### src/rtl/uart_rx_stdin_pkg.sv
// uart_rx_stdin_pkg
//   Shared definitions for the stdin UART receiver: receiver FSM state
//   encoding and the number of data bits per frame.
//   Optional feature macro used by the importing files: UART_RX_PARITY_EN.
package uart_rx_stdin_pkg;

    localparam int FRAME_BITS = 8;

    typedef enum logic [2:0] {
        IDLE   = 3'd0,
        START  = 3'd1,
        DATA   = 3'd2,
        STOP   = 3'd3,
        PARITY = 3'd4
    } rx_state_t;

endpackage

### src/rtl/uart_rx_stdin_sync_fifo.sv
// uart_rx_stdin_sync_fifo
//   Small show-ahead FIFO: rdata always presents the head entry, so a pop
//   in consecutive cycles streams entries with no bubble.
//   Ports:
//     clk, rstn      clock, async active-low reset (pointers and storage cleared)
//     push, wdata    write request; accepted when not full, or when full
//                    and a pop happens in the same cycle
//     pop            remove head; ignored when empty
//     rdata          head entry
//     full, empty    occupancy flags
module uart_rx_stdin_sync_fifo #(
    parameter int WIDTH      = 8,
    parameter int DEPTH_LOG2 = 2
) (
    input  logic             clk,
    input  logic             rstn,
    input  logic             push,
    input  logic [WIDTH-1:0] wdata,
    input  logic             pop,
    output logic [WIDTH-1:0] rdata,
    output logic             full,
    output logic             empty
);

    localparam int DEPTH = 1 << DEPTH_LOG2;

    // One extra pointer bit separates full from empty when the index bits match.
    logic [DEPTH_LOG2:0]             wr_ptr, rd_ptr;
    logic [DEPTH-1:0][WIDTH-1:0]     mem;
    logic                            do_push, do_pop;

    assign empty   = (wr_ptr == rd_ptr);
    assign full    = (wr_ptr[DEPTH_LOG2] != rd_ptr[DEPTH_LOG2]) &&
                     (wr_ptr[DEPTH_LOG2-1:0] == rd_ptr[DEPTH_LOG2-1:0]);
    assign do_pop  = pop && !empty;
    assign do_push = push && (!full || do_pop);
    assign rdata   = mem[rd_ptr[DEPTH_LOG2-1:0]];

    always_ff @(posedge clk or negedge rstn) begin
        if (!rstn) begin
            wr_ptr <= '0;
            rd_ptr <= '0;
            mem    <= '0;
        end else begin
            if (do_push) begin
                mem[wr_ptr[DEPTH_LOG2-1:0]] <= wdata;
                wr_ptr <= wr_ptr + 1'b1;
            end
            if (do_pop)
                rd_ptr <= rd_ptr + 1'b1;
        end
    end

endmodule

### src/rtl/uart_rx_stdin.sv
// uart_rx_stdin
//   8N1 UART receiver feeding the CPU stdin path. The async line is
//   double-synchronised, the start bit is re-checked at mid-bit, data is
//   sampled mid-bit LSB first, and the stop bit is checked before the byte
//   is pushed into a show-ahead FIFO.
//   Macro UART_RX_PARITY_EN: expect an even-parity bit after data bit 7 and
//   add the parity_err output.
//   Ports:
//     clk, rstn   clock, async active-low reset
//     rx          serial line (async, idle high)
//     rd_data     FIFO head byte, valid while rd_valid
//     rd_valid    FIFO non-empty
//     rd_en       pop head this cycle (ignored when rd_valid=0)
//     frame_err   1-cycle pulse: stop bit was 0, byte discarded
//     overrun     1-cycle pulse: good byte dropped because FIFO full
//     parity_err  1-cycle pulse: parity mismatch, byte discarded (option)
//     busy        a frame is being received
module uart_rx_stdin
    import uart_rx_stdin_pkg::*;
#(
    parameter int BAUD       = 104,
    parameter int DEPTH_LOG2 = 2
) (
    input  logic       clk,
    input  logic       rstn,
    input  logic       rx,
    output logic [7:0] rd_data,
    output logic       rd_valid,
    input  logic       rd_en,
    output logic       frame_err,
    output logic       overrun,
`ifdef UART_RX_PARITY_EN
    output logic       parity_err,
`endif
    output logic       busy
);

    localparam int CW = $clog2(BAUD);

    logic                  rx_meta, rx_s, rx_d;
    rx_state_t             state, state_n;
    logic [CW-1:0]         baud_cnt;
    logic [2:0]            bit_idx;
    logic [FRAME_BITS-1:0] shreg;
    logic                  expire;
    logic                  cnt_half, cnt_full, shift_en, push_req, ferr_set;
    logic                  fifo_full, fifo_empty;
`ifdef UART_RX_PARITY_EN
    logic                  par_chk, perr_set, par_bad;
`endif

    // Sync flops idle high so reset never looks like a start edge.
    always_ff @(posedge clk or negedge rstn) begin
        if (!rstn) begin
            rx_meta <= 1'b1;
            rx_s    <= 1'b1;
            rx_d    <= 1'b1;
        end else begin
            rx_meta <= rx;
            rx_s    <= rx_meta;
            rx_d    <= rx_s;
        end
    end

    assign expire = (baud_cnt == '0);

    always_ff @(posedge clk or negedge rstn) begin
        if (!rstn) state <= IDLE;
        else       state <= state_n;
    end

    always_comb begin
        state_n  = state;
        cnt_half = 1'b0;
        cnt_full = 1'b0;
        shift_en = 1'b0;
        push_req = 1'b0;
        ferr_set = 1'b0;
`ifdef UART_RX_PARITY_EN
        par_chk  = 1'b0;
        perr_set = 1'b0;
`endif
        case (state)
            IDLE: if (rx_d && !rx_s) begin
                cnt_half = 1'b1;
                state_n  = START;
            end
            START: if (expire) begin
                // A high line at mid-start is a glitch: drop it silently.
                if (!rx_s) begin
                    cnt_full = 1'b1;
                    state_n  = DATA;
                end else begin
                    state_n  = IDLE;
                end
            end
            DATA: if (expire) begin
                shift_en = 1'b1;
                cnt_full = 1'b1;
                if (bit_idx == 3'(FRAME_BITS - 1))
`ifdef UART_RX_PARITY_EN
                    state_n = PARITY;
`else
                    state_n = STOP;
`endif
            end
`ifdef UART_RX_PARITY_EN
            PARITY: if (expire) begin
                par_chk  = 1'b1;
                cnt_full = 1'b1;
                state_n  = STOP;
            end
`endif
            STOP: if (expire) begin
                // Back to IDLE at mid-stop so a following start edge is caught.
                state_n = IDLE;
                if (!rx_s)
                    ferr_set = 1'b1;
`ifdef UART_RX_PARITY_EN
                else if (par_bad)
                    perr_set = 1'b1;
`endif
                else
                    push_req = 1'b1;
            end
            default: state_n = IDLE;
        endcase
    end

    always_ff @(posedge clk or negedge rstn) begin
        if (!rstn) begin
            baud_cnt <= '0;
            bit_idx  <= '0;
            shreg    <= '0;
        end else begin
            if (cnt_half)
                baud_cnt <= CW'(BAUD / 2 - 1);
            else if (cnt_full)
                baud_cnt <= CW'(BAUD - 1);
            else if (state != IDLE && !expire)
                baud_cnt <= baud_cnt - 1'b1;

            if (state == START)
                bit_idx <= '0;
            else if (shift_en)
                bit_idx <= bit_idx + 1'b1;

            if (shift_en)
                shreg <= {rx_s, shreg[FRAME_BITS-1:1]};
        end
    end

`ifdef UART_RX_PARITY_EN
    // Even parity: data plus parity bit must hold an even number of ones.
    always_ff @(posedge clk or negedge rstn) begin
        if (!rstn)                par_bad <= 1'b0;
        else if (state == START)  par_bad <= 1'b0;
        else if (par_chk)         par_bad <= ^{shreg, rx_s};
    end
`endif

    // Full with a same-cycle pop still accepts, so overrun needs !rd_en too.
    always_ff @(posedge clk or negedge rstn) begin
        if (!rstn) begin
            frame_err  <= 1'b0;
            overrun    <= 1'b0;
`ifdef UART_RX_PARITY_EN
            parity_err <= 1'b0;
`endif
        end else begin
            frame_err  <= ferr_set;
            overrun    <= push_req && fifo_full && !rd_en;
`ifdef UART_RX_PARITY_EN
            parity_err <= perr_set;
`endif
        end
    end

    uart_rx_stdin_sync_fifo #(
        .WIDTH      (FRAME_BITS),
        .DEPTH_LOG2 (DEPTH_LOG2)
    ) u_fifo (
        .clk   (clk),
        .rstn  (rstn),
        .push  (push_req),
        .wdata (shreg),
        .pop   (rd_en),
        .rdata (rd_data),
        .full  (fifo_full),
        .empty (fifo_empty)
    );

    assign rd_valid = !fifo_empty;
    assign busy     = (state != IDLE);

endmodule
### config.mk
export PLATFORM = sky130hd
export DESIGN_NAME = uart_rx_stdin
export DESIGN_NICKNAME = d
export VERILOG_FILES = /design/src/rtl/uart_rx_stdin_pkg.sv /design/src/rtl/uart_rx_stdin_sync_fifo.sv /design/src/rtl/uart_rx_stdin.sv
export SDC_FILE = /design/constraint.sdc
export NUM_CORES = 1
export LEC_CHECK = 0
export ABC_AREA = 1
export CAP_MARGIN = 0
export CORE_AREA = 2 2 89 91
export DETAILED_ROUTE_END_ITERATION = 6
export DIE_AREA = 0 0 91 93
export PLACE_DENSITY_LB_ADDON = 0.05
export SLEW_MARGIN = 15
export SYNTH_ARGS = -nofsm -noshare
export SYNTH_HDL_FRONTEND = slang
export SYNTH_SLANG_ARGS = --single-unit
### constraint.sdc
create_clock -name clk -period 1.8 [get_ports clk]
set_clock_uncertainty 0.15 [all_clocks]
set_input_delay 0.36 -clock clk [delete_from_list [all_inputs] [get_ports clk]]
set_output_delay 0.36 -clock clk [all_outputs]
set_load 0.02 [all_outputs]
==> flow_results.org, run 1 <==
** Min path
- The path with the worst hold slack has its endpoint at rx_s$_DFF_PN1_.
- Worst Min Path Start :: rx_meta$_DFF_PN1_
- In this run the worst hold path is classified as reg2reg.
- Number of instances on the worst hold path :: 0

** Timing
- The count of final hold-check violations was 0.
- For the final routed database, the setup TNS stands at -0.481 ns.
- Unrepaired setup endpoints after global routing :: yes
- Final-report max-slew violation count :: 0
- Setup-violating endpoint count in the final report :: 9
- Slew at the pin closest to its max-slew limit :: slightly below 0.5 ns
- Top achievable clock speed :: 536 MHz
- Worst path setup slack after routing :: -0.0651 ns
- Minimum clock period :: 1.87 ns
- Worst max-slew margin expressed relative to the limit :: 67.0%
- Of the available clock period, the critical path in the final layout requires 104%.

** Critical path
- The signal on the critical path passes through inv_2 > buf_12 > nor2_2 > o22ai_2 > buf_6.
- Depth of the worst register-to-register path :: 10
- Critical path class :: reg2out
- The worst register-to-register path ends at u_fifo.mem[30]$_DFFE_PN0P_.
- Data arrival time of the worst path :: 1.36 ns
- Crit path max-delay family :: flip-flops
- Largest incremental delay on the critical path :: 0.41 ns
- Of all nets on the critical path, the largest fanout is 16.
- STA classifies the critical path endpoint as a primary output.
- Data required time at the worst endpoint :: 1.29 ns
- The worst setup path is launched from a flop.
- In this run the critical register-to-register path is launched from baud_cnt[1]$_DFFE_PN0P_.
- Register-to-Register Setup Slack :: 0.08 ns
- Bufs and invs on worst path :: 3
- On the critical path, the stage with the largest delay is an instance of dfrtp_1.

** Route
- Detailed-route vias per instance :: between 5 and 6
- In this run the remaining antenna-violating nets after routing total 0.
- Total length of routed wires :: 7.44 mm
- Initial DRC Count :: 164
- The final route contains 2775 vias.
- Dividing the detail-routed wire length by the instance count gives 13.4 um.
- Number of search-and-repair iterations in the first detailed-routing pass :: 4
- DRC violation count after routing :: 0

** Global route
- Global routing consumed, over all layers together, 19.1% of the routing resources.
- Maximum number of pins on one net before global-route repair :: 64
- First-pass GRT wire length :: 13.0 mm
- Global routing finished with a remaining overflow of 0.
- The initial antenna violation count is 0.
- The via count of the first global-routing pass was 2750.

** Status
- Run status :: finished with violations
- The final reports fail on setup timing.

** Logic synthesis
- Yosys mapped the design onto 27 distinct sky130hd cell types.
- Count of warnings emitted by yosys :: 0
- Top cells by area in the synthesized netlist :: dfrtp_1 (47%), nand2_1 (17%), nand4_1 (7.0%)
- Yosys top cell area share :: 46.8%
- Syn Area/Cell :: 8.12 um^2
- Of all flip-flops after synthesis, the portion carrying an async set or reset was 100%.
- After Yosys synthesis, XOR and XNOR cells account for 0.546% of the synthesized area.
- Sequential cells were found to cover roughly half of the synthesized design area.
- Synth Flop Type :: dfrtp_1
- Gate Count Post-Synth :: 395
- Summing the areas of all fa, ha and maj instances in the mapped netlist gives about 4.7% of the synthesized area.
- Top cells by count, synth :: nand2_1 (147), dfrtp_1 (60), nand4_1 (36), inv_1 (27), nor2_1 (27)
- The synthesized netlist devotes between 30% and 40% of its cell area to simple gates.
- Cell accounting for the most synthesized area :: dfrtp_1
- After synthesis, the share of cell area in mux cells is 0%.
- The synthesized design contains 63 register bits.
- Dominant combinational cell family by area after synthesis :: simple AND/OR/NAND/NOR gates
- EDFF count, synth :: 0
- In the post-synthesis netlist, the cell with the most instances is nand2_1.
- The number of nets handed over by synthesis was 411.
- Fraction of the mapped netlist area in compound gates :: just over 6%
- The cell area that synthesis handed to floorplanning was 3210 um^2.

** Floorplan
- Top Ports :: 16
- Overall die area :: 8460 um^2
- Die W :: 91 um
- Vertical extent of the die :: 93 um
- Area of the core region :: 7530 um^2
- For this configuration, the core starts out at a cell density of 42.6%.
- Standard-cell rows :: 32

** Place
- Buffers on Ports :: 15
- The congestion estimate from routability-driven global placement came to around 0.78.
- Detailed placement finished with a half-perimeter wire length of 5.15 mm.

** Finish
- P&R area growth vs syn :: 31.5%
- The sequential cells in the finished layout cover a total of 1580 um^2.
- The repair_antennas step left the layout with diodes totalling 0.
- Multi-input combinational cell area :: 1590 um^2
- Post-layout util :: 56.0%
- The post-route netlist has 24.3% of its cells at a drive strength greater than 1.
- The net count of the finished layout is between 400 and 500.
- Total of fill cells in the finished design :: 728

** Power and ir drop
- Power density relative to cell area :: 1420 nW/um^2
- In this run the static leakage power is roughly 0.0022 uW.
- VDD IR-drop max :: 0.621 mV
- Final Total Pwr :: between 5000 and 6000 uW

** Clocking
- Maximum buffer depth of the clock tree :: 2
- Number of levels in the clock H-tree :: 3
- The tree is rooted in a clkbuf_8.
- Num CTS Buffers :: 9
- Clock insertion delay at the later pin of the skew report :: 0.33 ns
- Clock-pin slew was measured on the worst setup and hold paths at 0.07 ns.
- Counting every sink on the clock net gives 63.
- Clock tree from TritonCTS :: built

** Job
- Across the run, the number of max-cap violations was 0.
[per-layer routing]
metal | routed length [um] | global-route usage [%] | vias to the layer above
met5 | 0 | 0 | -
met2 | 3610 | 32.7 | 37
li1 | - | - | 1418
met3 | 193 | 2.66 | 8
met4 | 93 | 8.08 | 0
met1 | 3550 | 24.5 | 1312
[through the flow]
stage	instance area [um^2]	hold slack (ns)	instances	setup slack [ns]
after global routing	4220	0.217	554	-0.140
after floorplan	3260	-0.0856	395	0.0620
final	4220	0.209	554	-0.0651
after detailed placement	3750	0.199	532	-0.212
after global placement	3750	0.196	532	-0.183
after CTS	4150	0.210	553	-0.0905
[layout by cell type (no fill, tap or decap), types with 5 or more instances in the layout]
master,count
o21ai_0,7
nand2_1,138
ha_1,10
nand3_4,5
inv_1,24
inv_2,5
buf_4,30
nand3_1,13
nand2_2,8
nand4_1,36
nor2_1,24
dfrtp_1,60
o22ai_2,8
clkbuf_8,9
o21ai_1,16
buf_6,16
[worst register-to-register path: stages (launching register included)]
cell and delay (ns):
dfrtp_1 0.39, inv_2 0.08, ha_4 0.14, inv_2 0.05
nor2_4 0.10, nand3_4 0.12, nor2_8 0.13, buf_6 0.14
nand3_4 0.15, nand2_1 0.12, nand2_1 0.05
[state kept, by name (all words and copies together) (netlist names)]
| name | cells |
|---|---|
| u_fifo.rd_ptr | 3 |
| state | 2 |
| frame_err | 1 |
| u_fifo.mem | 32 |
| baud_cnt | 7 |
| rx_meta | 1 |
| u_fifo.wr_ptr | 3 |
| rx_d | 1 |
| shreg | 8 |
| overrun | 1 |
| rx_s | 1 |
| bit_idx | 3 |
[kinds of logic after synthesis]
kind of cell / count (synthesis)
simple gates: 237
fa+ha+maj: 12
compound gates: 36
buf+inv: 45
flops: 63
xor+xnor: 2
[worst max path at each step]
stage / end / from / cells after the start
2_1_floorplan: rd_data[0] / u_fifo.rd_ptr[0]$_DFFE_PN0P_ / 5
4_1_cts: rd_data[5] / u_fifo.rd_ptr[0]$_DFFE_PN0P_ / 5
3_5_place_dp: rd_data[5] / u_fifo.rd_ptr[1]$_DFFE_PN0P_ / 4
3_3_place_gp: rd_data[5] / u_fifo.rd_ptr[1]$_DFFE_PN0P_ / 4
5_1_grt: rd_data[4] / u_fifo.rd_ptr[0]$_DFFE_PN0P_ / 5
6_report: rd_data[5] / u_fifo.rd_ptr[0]$_DFFE_PN0P_ / 5
[power by group]
group          switching, uW  internal, uW
clock network            576          1060
logic                   1460          1180
registers                127          1560
total                   2160          3810
[area by class of cell]
| cell class | count | share of cell area (%) |
|---|---|---|
| Inverter | 29 | 2.58 |
| Multi-Input combinational cell | 287 | 37.6 |
| Tap cell | 102 | 3.03 |
| Sequential cell | 63 | 37.5 |
| Clock buffer | 9 | 2.94 |
| Clock inverter | 7 | 3.44 |
| Timing Repair Buffer | 57 | 12.9 |
[repair_timing]
item                                    in CTS  in global routing
gates resized for setup                     91                 20
pin swaps                                    3                  3
endpoints found under the setup margin      43                 63
hold endpoints to repair                    60                  0
hold buffers                                 1                  0
setup buffers                                4                  1
No activity file was read; power rests on OpenSTA's default activity.
==> run 2, diff against run 1 <==
==> constraint.sdc (replaced) <==
create_clock -name clk -period 2.3 [get_ports clk]
set_clock_uncertainty 0.15 [all_clocks]
set_input_delay 0.46 -clock clk [delete_from_list [all_inputs] [get_ports clk]]
set_output_delay 0.46 -clock clk [all_outputs]
set_load 0.02 [all_outputs]
==> run 2 against run 1 <==
Compared with the run above:
- the run now ends clean
- count of clock-buffer cells in the layout grew 1
- non-clock buffer count shrank 31
- sequential power shrank 21%
- hold slack is essentially flat
- cell count shrank 5.4%
- die area is the same
- critical path type unchanged
==> flow_results.org, run 2 (same netlist as run 1, synthesis figures left out) <==
** Status
- The run finished with clean final reports.

** Critical path
- Bufs and invs on worst path :: 2
- Crit. path cell count :: 4
- Along the worst path, the maximum fanout reaches 9.
- The critical path goes through buf_4 > o21ai_0 > o22ai_1 > dlygate4sd2_1.
- CP startpoint kind :: flop
- Largest incremental delay on the critical path :: 0.41 ns
- The most critical setup path has its endpoint at rd_data[0].
- For this design, the slowest cell found on the critical path is dfrtp_1.
- The startpoint identified for the worst register-to-register timing path is baud_cnt[0]$_DFFE_PN0P_.
- Data required time at the worst endpoint :: 1.69 ns
- Data arrival time of the worst path :: around 1.6 ns
- The worst setup path is captured at a primary output.
- Crit path max-delay family :: buffers and inverters
- Register-to-Register Setup Slack :: ~0.22 ns
- The worst register-to-register path has a depth of 9.
- The worst setup path is of the reg2out kind.
- Worst flop-to-flop path endpoint :: u_fifo.mem[28]$_DFFE_PN0P_
- Beginning of the critical path :: u_fifo.rd_ptr[0]$_DFFE_PN0P_

** Clocking
- Buffers inserted during clock tree synthesis total 9.
- Clock-pin slew was measured on the worst setup and hold paths at 0.07 ns.
- The tree is rooted in a clkbuf_8.
- Clock latency on the worst-skew pair, taken at its later pin, is 0.33 ns.
- Clock tree sinks :: 63
- Number of levels in the clock H-tree :: 3
- In this run the deepest clock path goes through 2 buffers.
- Clock tree from TritonCTS :: built

** Power and ir drop
- Net Sw Power :: roughly 1500 uW
- Final Total Pwr :: 3970 uW
- VDD IR-drop max :: 0.404 mV
- Combinational logic is responsible for 37.2% of the overall power.
- Net switching is between 30% and 40% of the power.
- Per report_power, the sequential group accounts for around a third of the total.
- For this design the ratio of total power to cell area is 1060 nW/um^2.
- Static Leakage :: between 0.0015 and 0.002 uW
- Internal cell power :: 2480 uW
- Share of power burned in the clock network :: 29.1%

** Place
- The congestion estimate from routability-driven global placement came to 0.788.
- Buffers on Ports :: 15
- The wire-length estimate of the detail-placed layout is roughly 5 mm.
- After detailed placement, the design holds a cell count of approximately 510.

** Global route
- Entering global routing, the biggest net connects 39 pins.
- Total routing usage reported by global routing :: 19.1%
- First-pass GRT wire length :: ~13 mm
- Via count of the first global-routing pass :: 2590
- Antenna violations before repair :: 0
- M3 GR Usage :: 2.90%
- For met2 alone, demand over resource in global routing was 31.5%.
- In this run the most used layer during global routing was met2.
- Grt total ovfl :: 0
- Global routing consumed, on the met1 layer, around a quarter of the routing resources.

** Timing
- Unrepaired setup endpoints after global routing :: no
- The count of final hold-check violations came to 0.
- At the pin with the least slew margin, the transition time is ~0.59 ns.
- The number of pins with negative max-slew slack in the final report was 0.
- Timing would allow up to approximately 460 MHz.
- Setup-violating endpoint count in the final report :: 0
- The worst pin sits at a relative slew slack of slightly above 60%.
- Hold timing on the final database bottoms out at a slack of 0.210 ns.
- Fin Setup TNS :: 0 ns
- Period Utilization, post-route :: 95.4%
- The worst path in the final design needs a cycle of 2.20 ns, including I/O delays and setup.

** Route
- In the final routed layout, each cell accounts on average for 14.1 um.
- Detailed-route vias per instance :: 5.05
- Summed over all layers, the routed wires come to 7.40 mm.
- The count of nets left with antenna violations once routing finished came out at 0.
- Initial DRC Count :: 182
- Number of search-and-repair iterations in the first detailed-routing pass :: 6
- For this run, design rule violations remaining after detail routing come to 0.
- Number of vias in the routed layout :: about 2600

** Finish
- Total of fill cells in the finished design :: 804
- The finished layout holds 524 standard cells, fillers aside.
- Largest Register :: u_fifo.mem
- The top cell types in the final layout, fill and taps aside, are nand2_1 (147), dfrtp_1 (60), nand4_1 (36), nor2_1 (27), inv_1 (26).
- Number of nets in the finished design :: 433
- Number of antenna diodes :: 0
- The library cell used most frequently in the layout, excluding fill and tap cells, is nand2_1.
- Registers with the most flip-flops :: u_fifo.mem (32), shreg (8), baud_cnt (7)
- The register with the most flip-flops in the layout has 32 of them.
- Post-layout util :: 49.7%
- Relative to the synthesized area, the layout overhead comes to 16.8%.
- Fraction of layout cells with a size suffix above 1 :: 9.95%

** Floorplan
- The die is 93 um tall.
- Top Ports :: 16
- The core region is 7530 um^2.
- For this configuration, the core starts out at a cell density of 42.6%.
- The floorplan has 32 rows.
- Overall die area :: 8460 um^2
- Die W :: 91 um

** Min path
- Worst Min Path Start :: rx_meta$_DFF_PN1_
- The tightest min-delay check is of the reg2reg type.

** Job
- Number of maximum-capacitance constraint violations :: 0
run 2: cell types whose count changed in the layout (fill, tap and decap cells not counted), moves of 4 or more:
| cell | delta |
|---|---|
| buf_4 | -22 |
| buf_6 | -16 |
| o21ai_0 | +16 |
| o21ai_1 | -16 |
| dlygate4sd2_1 | +9 |
| nand2_1 | +9 |
| nand2_2 | -8 |
| o22ai_1 | +8 |
| o22ai_2 | -8 |
| nand3_4 | -4 |
run 2: area by class of cell:
| type | count | area (um^2) | area share, % |
|---|---|---|---|
| multi-input combinational | 288 | 1440 | 38.6 |
| timing repair buffer | 26 | 244 | 6.52 |
| clock inverter | 6 | 109 | 2.91 |
| tap | 102 | 128 | 3.41 |
| clock buffer | 10 | 128 | 3.41 |
| sequential | 63 | 1580 | 42.2 |
| inverter | 29 | 111 | 2.97 |
run 2: routing by layer:
layer  part of all wire, %  routed length [um]  vias up
met2                    49                3600       37
met5                     0                   0        -
met3                   2.5                 187        8
met4                   1.2                  86        0
met1                    48                3530     1248
li1                      -                   -     1355
run 2: how the worst min path moves through the flow:
stage | cells past startpoint | to | slack [ns]
global placement | 0 | rx_s$_DFF_PN1_ | 0.20
CTS | 0 | rx_s$_DFF_PN1_ | 0.21
finish | 0 | rx_s$_DFF_PN1_ | 0.21
global route | 0 | rx_s$_DFF_PN1_ | 0.21
floorplan | 0 | baud_cnt[0]$_DFFE_PN0P_ | 0.01
detailed placement | 0 | rx_s$_DFF_PN1_ | 0.20
run 2: worst register-to-register path: stages (launching register included):
cell,delay (ns)
dfrtp_1,0.39
inv_1,0.10
ha_1,0.19
inv_2,0.05
nor2_2,0.13
nand3_4,0.21
nor2_8,0.31
buf_4,0.23
nand4_1,0.15
nand2_1,0.11
run 2: stage by stage:
stage	setup WS (ns)	instance area, um^2
finish	0.105	3740
CTS	0.105	3730
detailed placement	0.179	3490
global placement	0.173	3490
global route	0.0228	3740
floorplan	0.362	3210
run 2: power by group through the flow:
stage / Clock, uW / Sequential, uW / Combinational, uW
finish: 1160 / 1340 / 1480
detailed placement: 0 / 1350 / 1560
floorplan: 0 / 1320 / 1060
CTS: 1180 / 1340 / 1490
global placement: 0 / 1350 / 1540
global route: 1250 / 1360 / 1680
run 2: what timing repair did:
| action | 4_1_cts | 5_1_grt |
|---|---|---|
| gates cloned | 0 | 1 |
| hold buffers | 1 | 0 |
| endpoints found under the setup margin | 10 | 3 |
| resized for setup | 12 | 1 |
| pin swaps | 0 | 1 |
| endpoints found under the hold margin | 19 | 0 |
| setup buffers | 0 | 0 |
==> run 3, diff against run 2 <==
--- a/config.mk
+++ b/config.mk
@@ -7,9 +7,9 @@
 export LEC_CHECK = 0
 export ABC_AREA = 1
 export CAP_MARGIN = 0
-export CORE_AREA = 2 2 89 91
+export CORE_AREA = 2 2 104 106
 export DETAILED_ROUTE_END_ITERATION = 6
-export DIE_AREA = 0 0 91 93
+export DIE_AREA = 0 0 106 108
 export PLACE_DENSITY_LB_ADDON = 0.05
 export SLEW_MARGIN = 15
 export SYNTH_ARGS = -nofsm -noshare
==> run 3 against run 2 <==
Compared with the run above:
- the run now ends with setup timing left
- core utilization decreased by 12 points
- die area grew 35%
- first-iteration DRC count down 50%
- sequential cell count unchanged
- cell count is 7.1% higher
- sequential power hardly changed
- global-route usage fell by 4.3 points
- maximum frequency decreased by 12%
==> flow_results.org, run 3 (same netlist as run 1, synthesis figures left out) <==
** Status
- Run status :: finished with violations
- Violations in the final reports :: setup timing

** Power and ir drop
- VDD IR-drop max :: 0.371 mV
- Net Sw Power :: 1480 uW
- Switching Fraction :: 37.2%
- Combinational cells account for between 30% and 40% of the total power.
- Of the total power, the clock network draws 27.8%.
- Power density relative to cell area :: 1040 nW/um^2
- Per report_power, the sequential group accounts for 33.5% of the total.
- Internal cell power :: 2500 uW
- Final Total Pwr :: 3990 uW
- Static Leakage :: 0.00198 uW

** Floorplan
- Vertical extent of the die :: between 100 and 150 um
- Area of the core region :: 10200 um^2
- Top Ports :: 16
- The initial utilization of the core area, before any placement, comes to 31.3%.
- Standard-cell rows :: 37
- The die covers 11400 um^2.
- Die W :: roughly 110 um

** Global route
- The initial antenna violation count was 0.
- Entering global routing, the biggest net connects 39 pins.
- First-pass GRT wire length :: 13.2 mm
- Via count of the first global-routing pass :: 2588
- For this run, global-route usage on met1 was measured as 20.8%.
- Across every metal layer, demand over resource in global routing totals 14.8%.
- Global-route layer with the greatest usage :: met2
- Grt total ovfl :: 0
- GR Layer Usage met2 :: 22.8%
- M3 GR Usage :: roughly 2.3%

** Critical path
- In this run the critical register-to-register path is captured at u_fifo.mem[31]$_DFFE_PN0P_.
- Data required time at the worst endpoint :: 1.69 ns
- Crit. path cell count :: 4
- Depth of the worst register-to-register path :: 9
- Register-to-Register Setup Slack :: a little over 0.3 ns
- The worst register-to-register path begins at baud_cnt[0]$_DFFE_PN0P_.
- Together, buffers and inverters on the worst path number 2.
- The critical path starts at u_fifo.rd_ptr[0]$_DFFE_PN0P_.
- Critical path class :: reg2out
- The signal on the critical path passes through buf_4 > o21ai_0 > o22ai_1 > clkdlybuf4s50_1.
- In this run the worst setup path terminates at rd_data[6].
- Critical Path Fanout Max :: 16
- For this design, the slowest cell found on the critical path is clkdlybuf4s50_1.
- Largest incremental delay on the critical path :: 0.62 ns
- STA classifies the critical path endpoint as a primary output.
- Data arrives at the worst endpoint at between 1.5 and 2 ns.
- In this design, the largest share of critical-path delay is due to buffers and inverters.
- The worst setup path is launched from a flop.

** Timing
- Hold Slack :: 0.207 ns
- Dividing the final minimum period by the clock period gives 108%.
- The smallest clock period supported by the final layout is computed as 2.48 ns.
- Final hold violations :: 0
- Once routing completed, OpenROAD measured the worst setup slack at -0.181 ns.
- Final-report max-slew violation count :: 0
- In this run the tightest slew margin relative to its limit is 65.8%.
- Setup repair after global routing could not meet its margin everywhere.
- Setup-violating endpoint count in the final report :: 8
- At the pin with the least slew margin, the transition time is approximately 0.5 ns.
- Fin Setup TNS :: -1.33 ns
- Top achievable clock speed :: a little over 400 MHz

** Clocking
- The H-tree generated during clock tree synthesis spans 3 levels.
- Maximum buffer depth of the clock tree :: 2
- After clock tree synthesis, the clock-pin slew on the worst setup and hold paths is 0.07 ns.
- Num CTS Buffers :: 9
- Clock insertion delay at the later pin of the skew report :: 0.34 ns
- The cell sitting at the root of the clock tree is a clkbuf_8.
- TritonCTS built the clock tree.
- The clock drives 63 sinks.
- In this run the post-CTS setup repair buffer count came out at 0.

** Min path
- The worst hold path belongs to the class reg2reg.

** Route
- Total length of routed wires :: between 7 and 8 mm
- Antenna-violating nets left :: 0
- DRC violation count after routing :: 0
- After the first detailed-routing iteration, the DRC count stood at 91.
- The first detailed-routing pass ran for 4 iterations.
- Detailed routing inserted a total of about 2600 vias.
- Dividing the detail-routed wire length by the instance count gives 13.5 um.
- Detailed-route vias per instance :: about 4.6

** Finish
- The largest registers in the layout are u_fifo.mem (32), shreg (8), baud_cnt (7).
- The register with the most flip-flops in the layout has 32 of them.
- Total of fill cells in the finished design :: approximately 1100
- Most common cell after layout, fill and taps aside :: nand2_1
- The area growth from synthesis to layout is 19.2%.
- Number of nets in the finished design :: 436
- Excluding fillers, the count of instances in the completed layout stands at 561.
- Leading cell types in the layout, fill and taps excluded :: nand2_1 (147), dfrtp_1 (59), nand4_1 (36), inv_1 (27), nor2_1 (27)
- Across the whole layout, storage elements account for 1580 um^2.
- Fraction of layout cells with a size suffix above 1 :: around a tenth
- Multi-input combinational cell area :: 1430 um^2
- More flip-flops sit in one register than any other, and that register is u_fifo.mem.
- Number of antenna diodes :: 0

** Place
- Number of cells in the design after placement :: approximately 540
- Half-perimeter wire length after detailed placement :: 5.41 mm
- Pre-CTS setup slack :: between 0.1 and 0.15 ns
- Buffers on Ports :: 15
- Final weighted congestion in routability-driven placement :: 0.805

** Job
- The tool flagged a number of max-cap violations equal to 0.
## run 3: worst reg2reg max path, delay by kind of cell, from the launching register on
| family | cells | cell delay, ns |
|---|---|---|
| buffers and inverters | 2 | 0.14 |
| and+or+nand+nor | 6 | 0.99 |
| adders and majority gates | 1 | 0.20 |
| DFF | 1 | 0.38 |
## run 3: per-stage QoR
| step | cell area, um^2 | utilization [%] |
|---|---|---|
| 2_1_floorplan | 3210 | - |
| 3_3_place_gp | 3580 | 35.0 |
| 3_5_place_dp | 3580 | 35.0 |
| 4_1_cts | 3810 | 37.3 |
| 5_1_grt | 3820 | 37.3 |
| 6_report | 3820 | 37.3 |
## run 3: area by class of cell
| class | count | area share, % |
|---|---|---|
| sequential | 63 | 41.4 |
| multi-input combinational | 287 | 37.5 |
| timing repair buffer | 30 | 7.83 |
| tap | 136 | 4.45 |
| clock buffer | 13 | 4.16 |
| inverter | 29 | 2.91 |
| clock inverter | 3 | 1.77 |
## run 3: how the worst min path moves through the flow
stage / startpoint / endpoint / slack (ns) / depth (start not counted)
2_1_floorplan: rstn / baud_cnt[0]$_DFFE_PN0P_ / 0.01 / 0
3_3_place_gp: rx_meta$_DFF_PN1_ / rx_s$_DFF_PN1_ / 0.20 / 0
3_5_place_dp: rx_meta$_DFF_PN1_ / rx_s$_DFF_PN1_ / 0.20 / 0
4_1_cts: rx_meta$_DFF_PN1_ / rx_s$_DFF_PN1_ / 0.21 / 0
5_1_grt: rx_meta$_DFF_PN1_ / rx_s$_DFF_PN1_ / 0.21 / 0
6_report: rx_meta$_DFF_PN1_ / rx_s$_DFF_PN1_ / 0.21 / 0
## run 3: power groups by stage
stage                     Sequential, uW  Clock [uW]  Combinational [uW]
after floorplan                     1320           0                1060
after global placement              1350           0                1570
after detailed placement            1350           0                1570
after CTS                           1330        1150                1570
after global routing                1360        1190                1770
final                               1330        1110                1540
## run 3: timing repair
item	in CTS	in global routing
setup endpoints to repair	10	9
gates resized for setup	1	4
endpoints found under the hold margin	14	0
hold buffers	1	0
## run 3: layer usage
layer	share of wire (%)	vias up
met1	52	1198
met2	44	27
met3	2.2	10
met5	0	-
li1	-	1352
met4	1.4	0
